File: src/rtl/axi_full_master_bridge.sv
// ---------------------------------------------------------------------------------------------
// axi_full_master_bridge
//
// Purpose:
//   AXI4-Full master that converts a simple command/stream interface into single-ID INCR
//   bursts of 32-bit words. Only one transaction is outstanding at a time, so reads and
//   writes are serialized. A burst that would cross a 4KB boundary is refused: the command
//   is still acknowledged, the sticky error flag is set, and no AXI traffic is issued.
//
// Ports:
//   M_AXI_ACLK / M_AXI_ARESET   clock (rising edge) / asynchronous active-high reset
//   cmd_*                       command request (read/write, byte address, AXI LEN), cmd_ack pulse
//   wr_*                        write beat stream in, wr_ack when a beat is consumed
//   rd_*                        read beat stream out, rd_rdy back-pressure from downstream
//   busy                        transaction in progress
//   err / err_clr               sticky error flag and its clear (set wins over clear)
//   M_AXI_AW* / W* / B*         AXI4 write address, data and response channels
//   M_AXI_AR* / R*              AXI4 read address and data channels
// ---------------------------------------------------------------------------------------------
module axi_full_master_bridge #(
   parameter int C_M_AXI_ID_WIDTH   = 1,
   parameter int C_M_AXI_USER_WIDTH = 1
) (
   input  logic                          M_AXI_ACLK,
   input  logic                          M_AXI_ARESET,
   // command interface
   input  logic                          cmd_vld,
   input  logic                          cmd_rnw,
   input  logic [31:0]                   cmd_addr,
   input  logic [7:0]                    cmd_len,
   output logic                          cmd_ack,
   // write beat stream
   input  logic [31:0]                   wr_data,
   input  logic [3:0]                    wr_strb,
   input  logic                          wr_vld,
   output logic                          wr_ack,
   // read beat stream
   output logic [31:0]                   rd_data,
   output logic                          rd_vld,
   output logic                          rd_last,
   input  logic                          rd_rdy,
   // status
   output logic                          busy,
   output logic                          err,
   input  logic                          err_clr,
   // write address channel
   output logic [C_M_AXI_ID_WIDTH-1:0]   M_AXI_AWID,
   output logic [31:0]                   M_AXI_AWADDR,
   output logic [7:0]                    M_AXI_AWLEN,
   output logic [2:0]                    M_AXI_AWSIZE,
   output logic [1:0]                    M_AXI_AWBURST,
   output logic                          M_AXI_AWLOCK,
   output logic [3:0]                    M_AXI_AWCACHE,
   output logic [2:0]                    M_AXI_AWPROT,
   output logic [3:0]                    M_AXI_AWQOS,
   output logic [3:0]                    M_AXI_AWREGION,
   output logic [C_M_AXI_USER_WIDTH-1:0] M_AXI_AWUSER,
   output logic                          M_AXI_AWVALID,
   input  logic                          M_AXI_AWREADY,
   // write data channel
   output logic [31:0]                   M_AXI_WDATA,
   output logic [3:0]                    M_AXI_WSTRB,
   output logic                          M_AXI_WLAST,
   output logic [C_M_AXI_USER_WIDTH-1:0] M_AXI_WUSER,
   output logic                          M_AXI_WVALID,
   input  logic                          M_AXI_WREADY,
   // write response channel
   input  logic [C_M_AXI_ID_WIDTH-1:0]   M_AXI_BID,
   input  logic [1:0]                    M_AXI_BRESP,
   input  logic                          M_AXI_BVALID,
   output logic                          M_AXI_BREADY,
   // read address channel
   output logic [C_M_AXI_ID_WIDTH-1:0]   M_AXI_ARID,
   output logic [31:0]                   M_AXI_ARADDR,
   output logic [7:0]                    M_AXI_ARLEN,
   output logic [2:0]                    M_AXI_ARSIZE,
   output logic [1:0]                    M_AXI_ARBURST,
   output logic                          M_AXI_ARLOCK,
   output logic [3:0]                    M_AXI_ARCACHE,
   output logic [2:0]                    M_AXI_ARPROT,
   output logic [3:0]                    M_AXI_ARQOS,
   output logic [3:0]                    M_AXI_ARREGION,
   output logic [C_M_AXI_USER_WIDTH-1:0] M_AXI_ARUSER,
   output logic                          M_AXI_ARVALID,
   input  logic                          M_AXI_ARREADY,
   // read data channel
   input  logic [C_M_AXI_ID_WIDTH-1:0]   M_AXI_RID,
   input  logic [31:0]                   M_AXI_RDATA,
   input  logic [1:0]                    M_AXI_RRESP,
   input  logic                          M_AXI_RLAST,
   input  logic                          M_AXI_RVALID,
   output logic                          M_AXI_RREADY
);

   typedef enum logic [2:0] {StIdle, StAw, StW, StB, StAr, StR} state_e;

   state_e      state_q, state_d;
   logic [31:0] addr_q, addr_d;
   logic [7:0]  len_q, len_d;
   logic [7:0]  cnt_q, cnt_d;
   logic        awvalid_q, awvalid_d;
   logic        arvalid_q, arvalid_d;
   logic        cmd_ack_q, cmd_ack_d;
   logic        err_q, err_d;
   logic        err_set;

   logic [10:0] end_word;
   logic        cross_4k;
   logic        w_hs;
   logic        r_hs;
   logic        cnt_at_len;

   // Word index of the final beat; bit 10 set means the burst runs past the 4KB page.
   assign end_word   = {1'b0, cmd_addr[11:2]} + {3'b000, cmd_len};
   assign cross_4k   = end_word[10];

   assign w_hs       = (state_q == StW) & wr_vld & M_AXI_WREADY;
   assign r_hs       = (state_q == StR) & M_AXI_RVALID & rd_rdy;
   assign cnt_at_len = (cnt_q == len_q);

   // ------------------------------------------------------------------------------------------
   // Next-state logic
   // ------------------------------------------------------------------------------------------
   always_comb begin
      state_d   = state_q;
      addr_d    = addr_q;
      len_d     = len_q;
      cnt_d     = cnt_q;
      awvalid_d = 1'b0;
      arvalid_d = 1'b0;
      cmd_ack_d = 1'b0;
      err_set   = 1'b0;

      unique case (state_q)
         StIdle: begin
            if (cmd_vld) begin
               cmd_ack_d = 1'b1;
               addr_d    = {cmd_addr[31:2], 2'b00};
               len_d     = cmd_len;
               if (cross_4k) begin
                  err_set = 1'b1;
               end else if (cmd_rnw) begin
                  state_d = StAr;
               end else begin
                  state_d = StAw;
               end
            end
         end

         StAw: begin
            // VALID rises one cycle after entry and holds until the slave accepts.
            if (awvalid_q && M_AXI_AWREADY) begin
               state_d = StW;
            end else begin
               awvalid_d = 1'b1;
            end
         end

         StW: begin
            if (w_hs) begin
               if (cnt_at_len) begin
                  cnt_d   = 8'd0;
                  state_d = StB;
               end else begin
                  cnt_d = cnt_q + 8'd1;
               end
            end
         end

         StB: begin
            if (M_AXI_BVALID) begin
               state_d = StIdle;
               if (M_AXI_BRESP != 2'b00) begin
                  err_set = 1'b1;
               end
            end
         end

         StAr: begin
            if (arvalid_q && M_AXI_ARREADY) begin
               state_d = StR;
            end else begin
               arvalid_d = 1'b1;
            end
         end

         StR: begin
            if (r_hs) begin
               if (M_AXI_RRESP != 2'b00) begin
                  err_set = 1'b1;
               end
               // Slave burst length disagrees with the request: flag it, but only RLAST ends it.
               if (M_AXI_RLAST != cnt_at_len) begin
                  err_set = 1'b1;
               end
               if (M_AXI_RLAST) begin
                  cnt_d   = 8'd0;
                  state_d = StIdle;
               end else begin
                  cnt_d = cnt_q + 8'd1;
               end
            end
         end

         default: begin
            state_d = StIdle;
         end
      endcase

      err_d = err_q;
      if (err_clr) begin
         err_d = 1'b0;
      end
      if (err_set) begin
         err_d = 1'b1;
      end
   end

   // ------------------------------------------------------------------------------------------
   // State registers
   // ------------------------------------------------------------------------------------------
   always_ff @(posedge M_AXI_ACLK or posedge M_AXI_ARESET) begin
      if (M_AXI_ARESET) begin
         state_q   <= StIdle;
         addr_q    <= 32'd0;
         len_q     <= 8'd0;
         cnt_q     <= 8'd0;
         awvalid_q <= 1'b0;
         arvalid_q <= 1'b0;
         cmd_ack_q <= 1'b0;
         err_q     <= 1'b0;
      end else begin
         state_q   <= state_d;
         addr_q    <= addr_d;
         len_q     <= len_d;
         cnt_q     <= cnt_d;
         awvalid_q <= awvalid_d;
         arvalid_q <= arvalid_d;
         cmd_ack_q <= cmd_ack_d;
         err_q     <= err_d;
      end
   end

   // ------------------------------------------------------------------------------------------
   // Outputs
   // ------------------------------------------------------------------------------------------
   assign cmd_ack        = cmd_ack_q;
   assign busy           = (state_q != StIdle);
   assign err            = err_q;

   assign M_AXI_AWID     = '0;
   assign M_AXI_AWADDR   = addr_q;
   assign M_AXI_AWLEN    = len_q;
   assign M_AXI_AWSIZE   = 3'b010;
   assign M_AXI_AWBURST  = 2'b01;
   assign M_AXI_AWLOCK   = 1'b0;
   assign M_AXI_AWCACHE  = 4'b0011;
   assign M_AXI_AWPROT   = 3'b000;
   assign M_AXI_AWQOS    = 4'b0000;
   assign M_AXI_AWREGION = 4'b0000;
   assign M_AXI_AWUSER   = '0;
   assign M_AXI_AWVALID  = awvalid_q;

   // Write data is a straight pass-through; only VALID is qualified by state.
   assign M_AXI_WDATA    = wr_data;
   assign M_AXI_WSTRB    = wr_strb;
   assign M_AXI_WLAST    = (state_q == StW) & cnt_at_len;
   assign M_AXI_WUSER    = '0;
   assign M_AXI_WVALID   = (state_q == StW) & wr_vld;
   assign wr_ack         = w_hs;

   assign M_AXI_BREADY   = (state_q == StB);

   assign M_AXI_ARID     = '0;
   assign M_AXI_ARADDR   = addr_q;
   assign M_AXI_ARLEN    = len_q;
   assign M_AXI_ARSIZE   = 3'b010;
   assign M_AXI_ARBURST  = 2'b01;
   assign M_AXI_ARLOCK   = 1'b0;
   assign M_AXI_ARCACHE  = 4'b0011;
   assign M_AXI_ARPROT   = 3'b000;
   assign M_AXI_ARQOS    = 4'b0000;
   assign M_AXI_ARREGION = 4'b0000;
   assign M_AXI_ARUSER   = '0;
   assign M_AXI_ARVALID  = arvalid_q;

   assign M_AXI_RREADY   = (state_q == StR) & rd_rdy;
   assign rd_vld         = (state_q == StR) & M_AXI_RVALID;
   assign rd_data        = M_AXI_RDATA;
   assign rd_last        = M_AXI_RLAST;

   // Response IDs are always 0 with a single outstanding transaction; byte offset is dropped.
   logic unused_in;
   assign unused_in = ^{M_AXI_BID, M_AXI_RID, cmd_addr[1:0]};

endmodule

File: config.mk
export PLATFORM = sky130hd
export DESIGN_NAME = axi_full_master_bridge
export DESIGN_NICKNAME = d
export VERILOG_FILES = /design/src/rtl/axi_full_master_bridge.sv
export SDC_FILE = /design/constraint.sdc
export NUM_CORES = 1
export LEC_CHECK = 0
export ABC_AREA = 1
export CAP_MARGIN = 5
export CORE_AREA = 4 4 129 131
export CTS_CLUSTER_DIAMETER = 60
export DETAILED_ROUTE_END_ITERATION = 7
export DIE_AREA = 0 0 133 135
export PLACE_DENSITY = 0.68
export SETUP_SLACK_MARGIN = 0.02
export SLEW_MARGIN = 30
export SYNTH_ARGS = -nofsm -noshare
export SYNTH_HDL_FRONTEND = slang
export SYNTH_SLANG_ARGS = --single-unit
File: constraint.sdc
create_clock -name M_AXI_ACLK -period 2.3 [get_ports M_AXI_ACLK]
set_clock_uncertainty 0.05 [all_clocks]
set_input_delay 0.46 -clock M_AXI_ACLK [delete_from_list [all_inputs] [get_ports M_AXI_ACLK]]
set_output_delay 0.46 -clock M_AXI_ACLK [all_outputs]
set_load 0.1 [all_outputs]
# Yosys cells after proc, flatten, opt, wreduce, memory -nomap -nowiden
# Index checks and enable logic that the tools add are counted.
[totals] latchBits=0 ff_bits=53 memories=0 rom_bits=0 ram_bits=0 input_bits=127 wordCells=75
[op_classes] n_lt_le_gt_ge=0 mux=32 n_reduce_logical=11 bitwise_logic=6 shift=0 n_eq_ne=16 div_mod_pow=0 addsub=2 multipliers=0
[ops] op="$mux 8" count=4
[ops] op="$mux 3" count=10
[ops] op="$ne 2x2->1 const B" count=9
[ops] op="$pmux 3 s6" count=1
[ops] op="$pmux 8 s2" count=1
[ops] op="$mux 1" count=15
[ops] op="$add 10x8->11" count=1
[ops] op="$reduce_and 9->1" count=1
[ops] op="$add 8x1->8 const B" count=1
[ops] op="$eq 8x8->1" count=1
[ops] op="$reduce_bool 2->1" count=4
[ops] op="$and 1x1->1" count=6
[ops] op="$eq 3x2->1 const B" count=2
[ops] op="$eq 3x3->1 const B" count=2
[ops] op="$eq 3x1->1 const B" count=1
[ops] op="$logic_not 3->1" count=1
[ops] op="$pmux 1 s3" count=1
[ops] op="$reduce_and 3->1" count=1
[ops] op="$reduce_bool 3->1" count=1
[ops] op="$logic_and 1x1->1" count=2
[ops] op="$reduce_and 2->1" count=1
[ops] op="$ne 1x1->1" count=1

# Logic depth before layout (Yosys ltp)
# Gate-level depths: netlist (run 1).
[depth] ltp_word=6 depth_mapped=12 ltp_nobuf=12

# Worst setup path before layout (run 1)
# OpenSTA, ideal clock, no wires.
[synth_path] kind="reg2out" from="reg len_q[0] (netlist: M_AXI_ARLEN[0])" to="out M_AXI_WLAST" arrival_time_ps=2785 slack_ps=-995 path_buffers=0 stages_incl_launch_ff=9 cell_sequence="dfrtp_1 -> inv_1 -> nand2_1 -> nand2_1 -> inv_1 -> nand2_1 -> nor2_1 -> nand2_1 -> nor2_1"
[synth_via] elab_chain_len=2
[synth_rtl] item="start, declared" line="99" text="logic [7:0] len_q, len_d;"
[synth_rtl] item="start signal, assigned" line="235" text="len_q <= len_d;"
[synth_rtl] item="$eq 8x8->1" line="119" text="assign cnt_at_len = (cnt_q == len_q);"
[synth_rtl] item="$and 1x1->1" line="267" text="assign M_AXI_WLAST = (state_q == StW) & cnt_at_len;"
[synth_rtl] item="end, declared" line="63" text="output logic M_AXI_WLAST,"
# Every way passes these cells.

# Worst setup path after layout (run 1)
[layout_path] from="reg cnt_q[5]" to="out M_AXI_WLAST"
[layout_via] elab_chain_len=2
[layout_rtl] item="start, declared" line="100" text="logic [7:0] cnt_q, cnt_d;"
[layout_rtl] item="start signal, assigned" line="236" text="cnt_q <= cnt_d;"
[layout_rtl] item="$eq 8x8->1" line="119"
[layout_rtl] item="$and 1x1->1" line="267"
# Every way passes these cells.

==> results of run 1 <==
## what timing repair did
action,4_1_cts,5_1_grt
buffers inserted,0,2
gates resized for setup,1,3
setup endpoints to repair,1,1
cloned,0,0
pin swaps,0,1
## critical path: cells and delay by family, from the launching register on
| family | cells | cell delay (ns) |
|---|---|---|
| simple gates | 6 | 0.56 |
| flops | 1 | 0.45 |
| buf+inv | 2 | 0.30 |
## registers in the layout, indices dropped and copies added (netlist names)
| name | cells |
|---|---|
| M_AXI_ARADDR | 30 |
| M_AXI_ARLEN | 8 |
| cnt_q | 8 |
| state_q | 3 |
| M_AXI_ARVALID | 1 |
| M_AXI_AWVALID | 1 |
| cmd_ack | 1 |
| err | 1 |
## per-layer routing
metal / track usage, % / wire length (um) / up-vias
met1: 14.89 / 4722 / 1421
met2: 19.64 / 5033 / 158
met3: 3.390 / 911 / 34
met5: 0 / 0 / -
li1: - / - / 1601
met4: 6.005 / 411 / 0
## path summary, 6_finish.rpt
| path | endpoint | cells past startpoint | startpoint |
|---|---|---|---|
| max in group asynchronous | M_AXI_ARADDR[5]$_DFFE_PP0P_ | 3 | M_AXI_ARESET |
| setup / recovery | M_AXI_WLAST | 8 | cnt_q[5]$_DFFE_PP0P_ |
| setup reg to reg | cnt_q[4]$_DFFE_PP0P_ | 11 | cnt_q[5]$_DFFE_PP0P_ |
| hold / removal | M_AXI_ARADDR[6]$_DFFE_PP0P_ | 2 | M_AXI_ARADDR[6]$_DFFE_PP0P_ |
| hold reg to reg | M_AXI_ARADDR[6]$_DFFE_PP0P_ | 2 | M_AXI_ARADDR[6]$_DFFE_PP0P_ |
| min in group asynchronous | M_AXI_ARADDR[27]$_DFFE_PP0P_ | 2 | M_AXI_ARESET |
## per-stage QoR
stage	TNS [ns]	setup WS [ns]
after floorplan	-0.3120	-0.1824
after global placement	-0.1102	-0.03852
after global routing	0	0.02636
after detailed placement	-0.1054	-0.04142
after CTS	0	0.08426
final	0	0.1743
## placed cells by master, fill, tap and decap left out
| cell type | n |
|---|---|
| dfrtp_2 | 7 |
| o22ai_1 | 1 |
| nand2_1 | 202 |
| ha_1 | 8 |
| inv_6 | 1 |
| a21oi_1 | 2 |
| clkinv_4 | 1 |
| nor3_1 | 1 |
| nand3_4 | 1 |
| xnor2_1 | 1 |
| inv_2 | 7 |
| nor2_1 | 21 |
| o21ai_0 | 12 |
| nor3_2 | 1 |
| o21ai_1 | 1 |
| inv_1 | 47 |
| clkbuf_1 | 1 |
| clkinv_2 | 1 |
| buf_4 | 84 |
| clkdlybuf4s50_1 | 54 |
| nand2_2 | 4 |
| nor2_4 | 3 |
| o21bai_1 | 1 |
| xor2_1 | 1 |
| a21oi_2 | 2 |
| conb_1 | 51 |
| nand3_1 | 25 |
| buf_12 | 10 |
| nand4_1 | 4 |
| clkbuf_16 | 5 |
| dfrtp_1 | 46 |
| nand2_4 | 3 |
| nor2_2 | 3 |
## area by class of cell
type	count	area [um2]	area share [%]
clock buffer	6	128.9	2.642
clock inverter	2	13.76	0.2822
inverter	55	211.5	4.336
multi-input combinational	348	1546	31.71
sequential	53	1335	27.37
tap	216	270.3	5.541
timing repair buffer	148	1371	28.12
## cells in the mapped netlist (all sizes together)
library cell	instances
a21oi	4
ha	8
o21ai	13
conb	2
clkbuf	1
nand4	4
nand2	209
xnor2	1
nor3	2
dfrtp	53
nor2	27
buf	165
xor2	1
o22ai	1
nand3	26
o21bai	1
clkinv	1
inv	54
## logic make-up after synthesis
logic type	after synthesis
and+or+nand+nor	268
buffers and inverters	221
DFF	53
AOI/OAI and AO/OA	19
adders and majority gates	8
xor gates and xnor gates	2
other	2
==> results.md, run 1 <==
* Post-Syn Area at 4118 um2
* Largest net degree at the start of global routing at 49
* Compound-Gate Fraction of Synth Area at 2.583%
* Fin Hold WS at 0.4543 ns
* Relative slew slack at 61.66%
* DP HPWL at 8918 um
* Nets at 746
* RSZ-0062 raised after global routing: no
* Synth area leader: dfrtp_1
* Synth Area in Adders at 2.431%
* Crit path largest cell delay at 0.45 ns
* Worst-skew pair later-pin latency at 0.30 ns
* Multiplexer share of the synthesized area at 0%
* Wire per inst at 13.38 um
* Synth Area in Simple Gates at 26.92%
* Dominant cells by area after synthesis: dfrtp_1 (32%), buf_4 (29%), nand2_1 (19%)
* Fin cells at 828
* Crit Path Max Fanout at 6
* Post-CTS Hold Fix Bufs at 0
* DP Cell Count at 818
* Max H-tree Level at 2
* CTS Buf Count at 5
* Library cells used by synthesis at 27
* Worst min-delay path category: flip-flop to flip-flop
* Worst EP arrival at 1.62 ns
* Design area at 4877 um2
* Startpoint Class: flip-flop
* Fin. Hold Viols at 0
* Starting Density at 26.40%
* CTS Sinks at 53
* Gr usage total at 12.14%
* DP Area at 4713 um2
* Full die area at 17960 um2
* Slew @ Worst Pin at 0.5743 ns
* Die X-Extent at 133 um
* Crit path cell chain: inv_1 > nand2_1 > nand2_1 > nand2_1 > nor2_1 > nand2_2 > nor2_4 > buf_12
* Yosys top cell area share at 32.21%
* Synth Area in XOR/XNOR at 0.4254%
* CP Data Required Time at 1.79 ns
* Initial antenna violation count at 0
* Register area share after synthesis at 32.21%
* Largest family of logic cells by synthesized area: buffers and inverters
* GRT overflow at 0
* Outcome: finished clean
* CTS tree: done
* Vias at 3214
* Diode count at 0
* Syn Area/Cell at 7.186 um2
* Setup-failing EPs final at 0
* CP endpoint kind: output pin
* Min Tclk post-route at 2.126 ns
* Max Cap Viol at 0
* Drt via density at 3.882
* Row count at 46
* Wire length of the first global-routing pass at 16910 um
* Die height at 135 um
* Share of post-route cells with drive strength above 1 at 21.73%
* Vias in the first global route at 3096
* Max Slew Vio Count at 0
* GP Congestion at 0.8604
* Yosys warnings at 0
* R2R Setup Slk at 0.48 ns
* Port Buffers at 142
* Clock buffer depth at 2
* Number of synthesized register bits at 53
* Drt pass-1 iters at 4
* Fill cells at 1679
* # DRC at 0
* FMAX at 470.4 MHz
* Crit Path Class: flip-flop to output pin
* Final Util at 31.27%
* CTS root buf: clkbuf_16
* Critical-path top delay cell: dfrtp_1
* Io pins at 334
* Core area at 15600 um2
* Most frequent CP cell: nand2_1
* Final wirelength at 11080 um
* First DRT Iteration DRCs at 133
* Area grow syn2layout at 18.44%
* Period utilization at 92.42%
* Post-route ant nets at 0
* Mapped Cells at 573
* Clock transition at the registers of the reported paths at 0.07 ns
Power of run 1 is not shown: default switching activity piles up to over one toggle a cycle in this logic, so the estimate is an artifact.
==> run 2, diff against run 1 <==
- CELL_PAD_IN_SITES_DETAIL_PLACEMENT: not set -> 0
- CELL_PAD_IN_SITES_GLOBAL_PLACEMENT: not set -> 2
- CORE_AREA: 4 4 129 131 -> 4 4 161 163
- DIE_AREA: 0 0 133 135 -> 0 0 165 167
- PLACE_DENSITY: 0.68 -> not set
- PLACE_DENSITY_LB_ADDON: not set -> 0.1
- clock period: 2.3 -> 2.65 ns (I/O delays scaled with it)
==> run 2 against run 1 <==
Effect of this change:
- routed wire length increased by 11%
- non-clock buffer count decreased by 2
- cell count grew 13%
- critical endpoint unchanged
==> results.md, run 2 (synthesis gave the netlist of run 1 again) <==
* Post-route ant nets at 0
* Drt via density at 3.415
* Max Slew Vio Count at 0
* RSZ-0062 raised after global routing: no
* # DRC at 0
* Reg-to-Reg Start: cnt_q[5]$_DFFE_PP0P_
* Max reg flops at 30
* CTS Sinks at 53
* Crit Path Class: flip-flop to output pin
* Core area at 24320 um2
* Port Buffers at 142
* Relative slew slack at 55.32%
* CP endpoint: M_AXI_WLAST
* Gr usage total at 8.824%
* Most common cell after layout, fill and taps aside: nand2_1
* CP startpoint: cnt_q[5]$_DFFE_PP0P_
* First DRT Iteration DRCs at 111
* Row count at 57
* Period utilization at 90.19%
* Share of post-route cells with drive strength above 1 at 19.84%
* Diode count at 0
* Outcome: finished clean
* Clock buffer depth at 2
* CP endpoint kind: output pin
* R2R Setup Slk at 0.87 ns
* Nets at 744
* Fin. Hold Viols at 0
* Clock transition at the registers of the reported paths at 0.08 ns
* GRT overflow at 0
* Vias at 3190
* Setup-failing EPs final at 0
* Final wirelength at 12340 um
* Worst Setup Slack, final at 0.2599 ns
* Starting Density at 16.93%
* Worst EP arrival at 1.81 ns
* Io pins at 334
* Most frequent cells in the layout: nand2_1 (203), buf_4 (84), clkdlybuf4s50_1 (54)
* Worst reg2reg endpoint: cnt_q[3]$_DFFE_PP0P_
* FMAX at 418.4 MHz
* Pre-CTS WS at 0.2290 ns
* CTS Buf Count at 5
* Startpoint Class: flip-flop
* Initial antenna violation count at 0
* Full die area at 27560 um2
* Vias in the first global route at 3265
* Die height at 167 um
* Die X-Extent at 165 um
* Post-CTS Setup Inserts at 0
* Max H-tree Level at 2
* CTS root buf: clkbuf_16
* Min Tclk post-route at 2.390 ns
* Cell depth of the worst flop-to-flop path at 10
* Wire length of the first global-routing pass at 18910 um
* Largest net degree at the start of global routing at 31
* Drt pass-1 iters at 4
* Crit Path Max Fanout at 6
* Worst min-delay path category: flip-flop to flip-flop
* CP Data Required Time at 2.07 ns
* Post-CTS Hold Fix Bufs at 0
* Area grow syn2layout at 21.00%
* Post-CTS sizing at 0
* Max Cap Viol at 0
* Slew @ Worst Pin at 0.6692 ns
* Worst-skew pair later-pin latency at 0.30 ns
* Wire per inst at 13.21 um
* GP Congestion at 0.6745
* DP HPWL at 9729 um
* CTS tree: done
run 2: cell types whose count changed in the layout (fill, tap and decap cells not counted), moves of 2 or more:
cell	before	now
buf_12	10	8
dfrtp_1	46	53
nor2_2	3	1
nor2_1	21	24
dfrtp_2	7	0
run 2: final cells by class:
| class | count | area (um2) |
|---|---|---|
| Inverter | 55 | 211.5 |
| Timing Repair Buffer | 146 | 1331 |
| Clock buffer | 6 | 138.9 |
| Tap cell | 324 | 405.4 |
| Sequential cell | 53 | 1326 |
| Multi-Input combinational cell | 348 | 1531 |
| Clock inverter | 2 | 37.54 |
| Fill cell | 2763 | 19340 |
run 2: worst min-delay path by stage:
stage                                 start                            to  slack, ns  cells after the start
4_1_cts        M_AXI_ARADDR[12]$_DFFE_PP0P_  M_AXI_ARADDR[12]$_DFFE_PP0P_       0.47                      2
3_5_place_dp   M_AXI_ARADDR[12]$_DFFE_PP0P_  M_AXI_ARADDR[12]$_DFFE_PP0P_       0.45                      2
3_3_place_gp   M_AXI_ARADDR[17]$_DFFE_PP0P_  M_AXI_ARADDR[17]$_DFFE_PP0P_       0.44                      2
2_1_floorplan        state_q[0]$_DFFE_PP0P_        state_q[0]$_DFFE_PP0P_       0.46                      2
6_report       M_AXI_ARADDR[17]$_DFFE_PP0P_  M_AXI_ARADDR[17]$_DFFE_PP0P_       0.47                      2
5_1_grt        M_AXI_ARADDR[17]$_DFFE_PP0P_  M_AXI_ARADDR[17]$_DFFE_PP0P_       0.49                      2
run 2: layer usage:
layer | share of wire (%) | vias up | track usage, %
li1 | - | 1599 | -
met1 | 42 | 1443 | 10.57
met4 | 1.3 | 0 | 2.604
met5 | 0 | - | 0
met3 | 8.4 | 23 | 2.348
met2 | 48 | 125 | 15.34
run 2: critical path, stage by stage, from the launching register on:
cell     delay [ns]
dfrtp_1        0.47
inv_1          0.14
nand2_1        0.06
nand2_1        0.05
nand2_1        0.09
nor2_1         0.11
nand2_1        0.19
nor2_2         0.20
buf_12         0.19
run 2: per-stage QoR:
step / cells / hold slack, ns / instance area [um2] / setup TNS [ns] / utilization [%]
final: 934 / 0.4662 / 4982 / 0 / 20.49
after global routing: 934 / 0.4890 / 4982 / 0 / 20.49
after CTS: 934 / 0.4739 / 4982 / 0 / 20.49
after detailed placement: 926 / 0.4515 / 4806 / 0 / 19.76
after global placement: 926 / 0.4394 / 4806 / 0 / 19.76
after floorplan: 622 / 0.4550 / 4309 / -0.2585 / -
Power of run 2 is left out for the same reason.
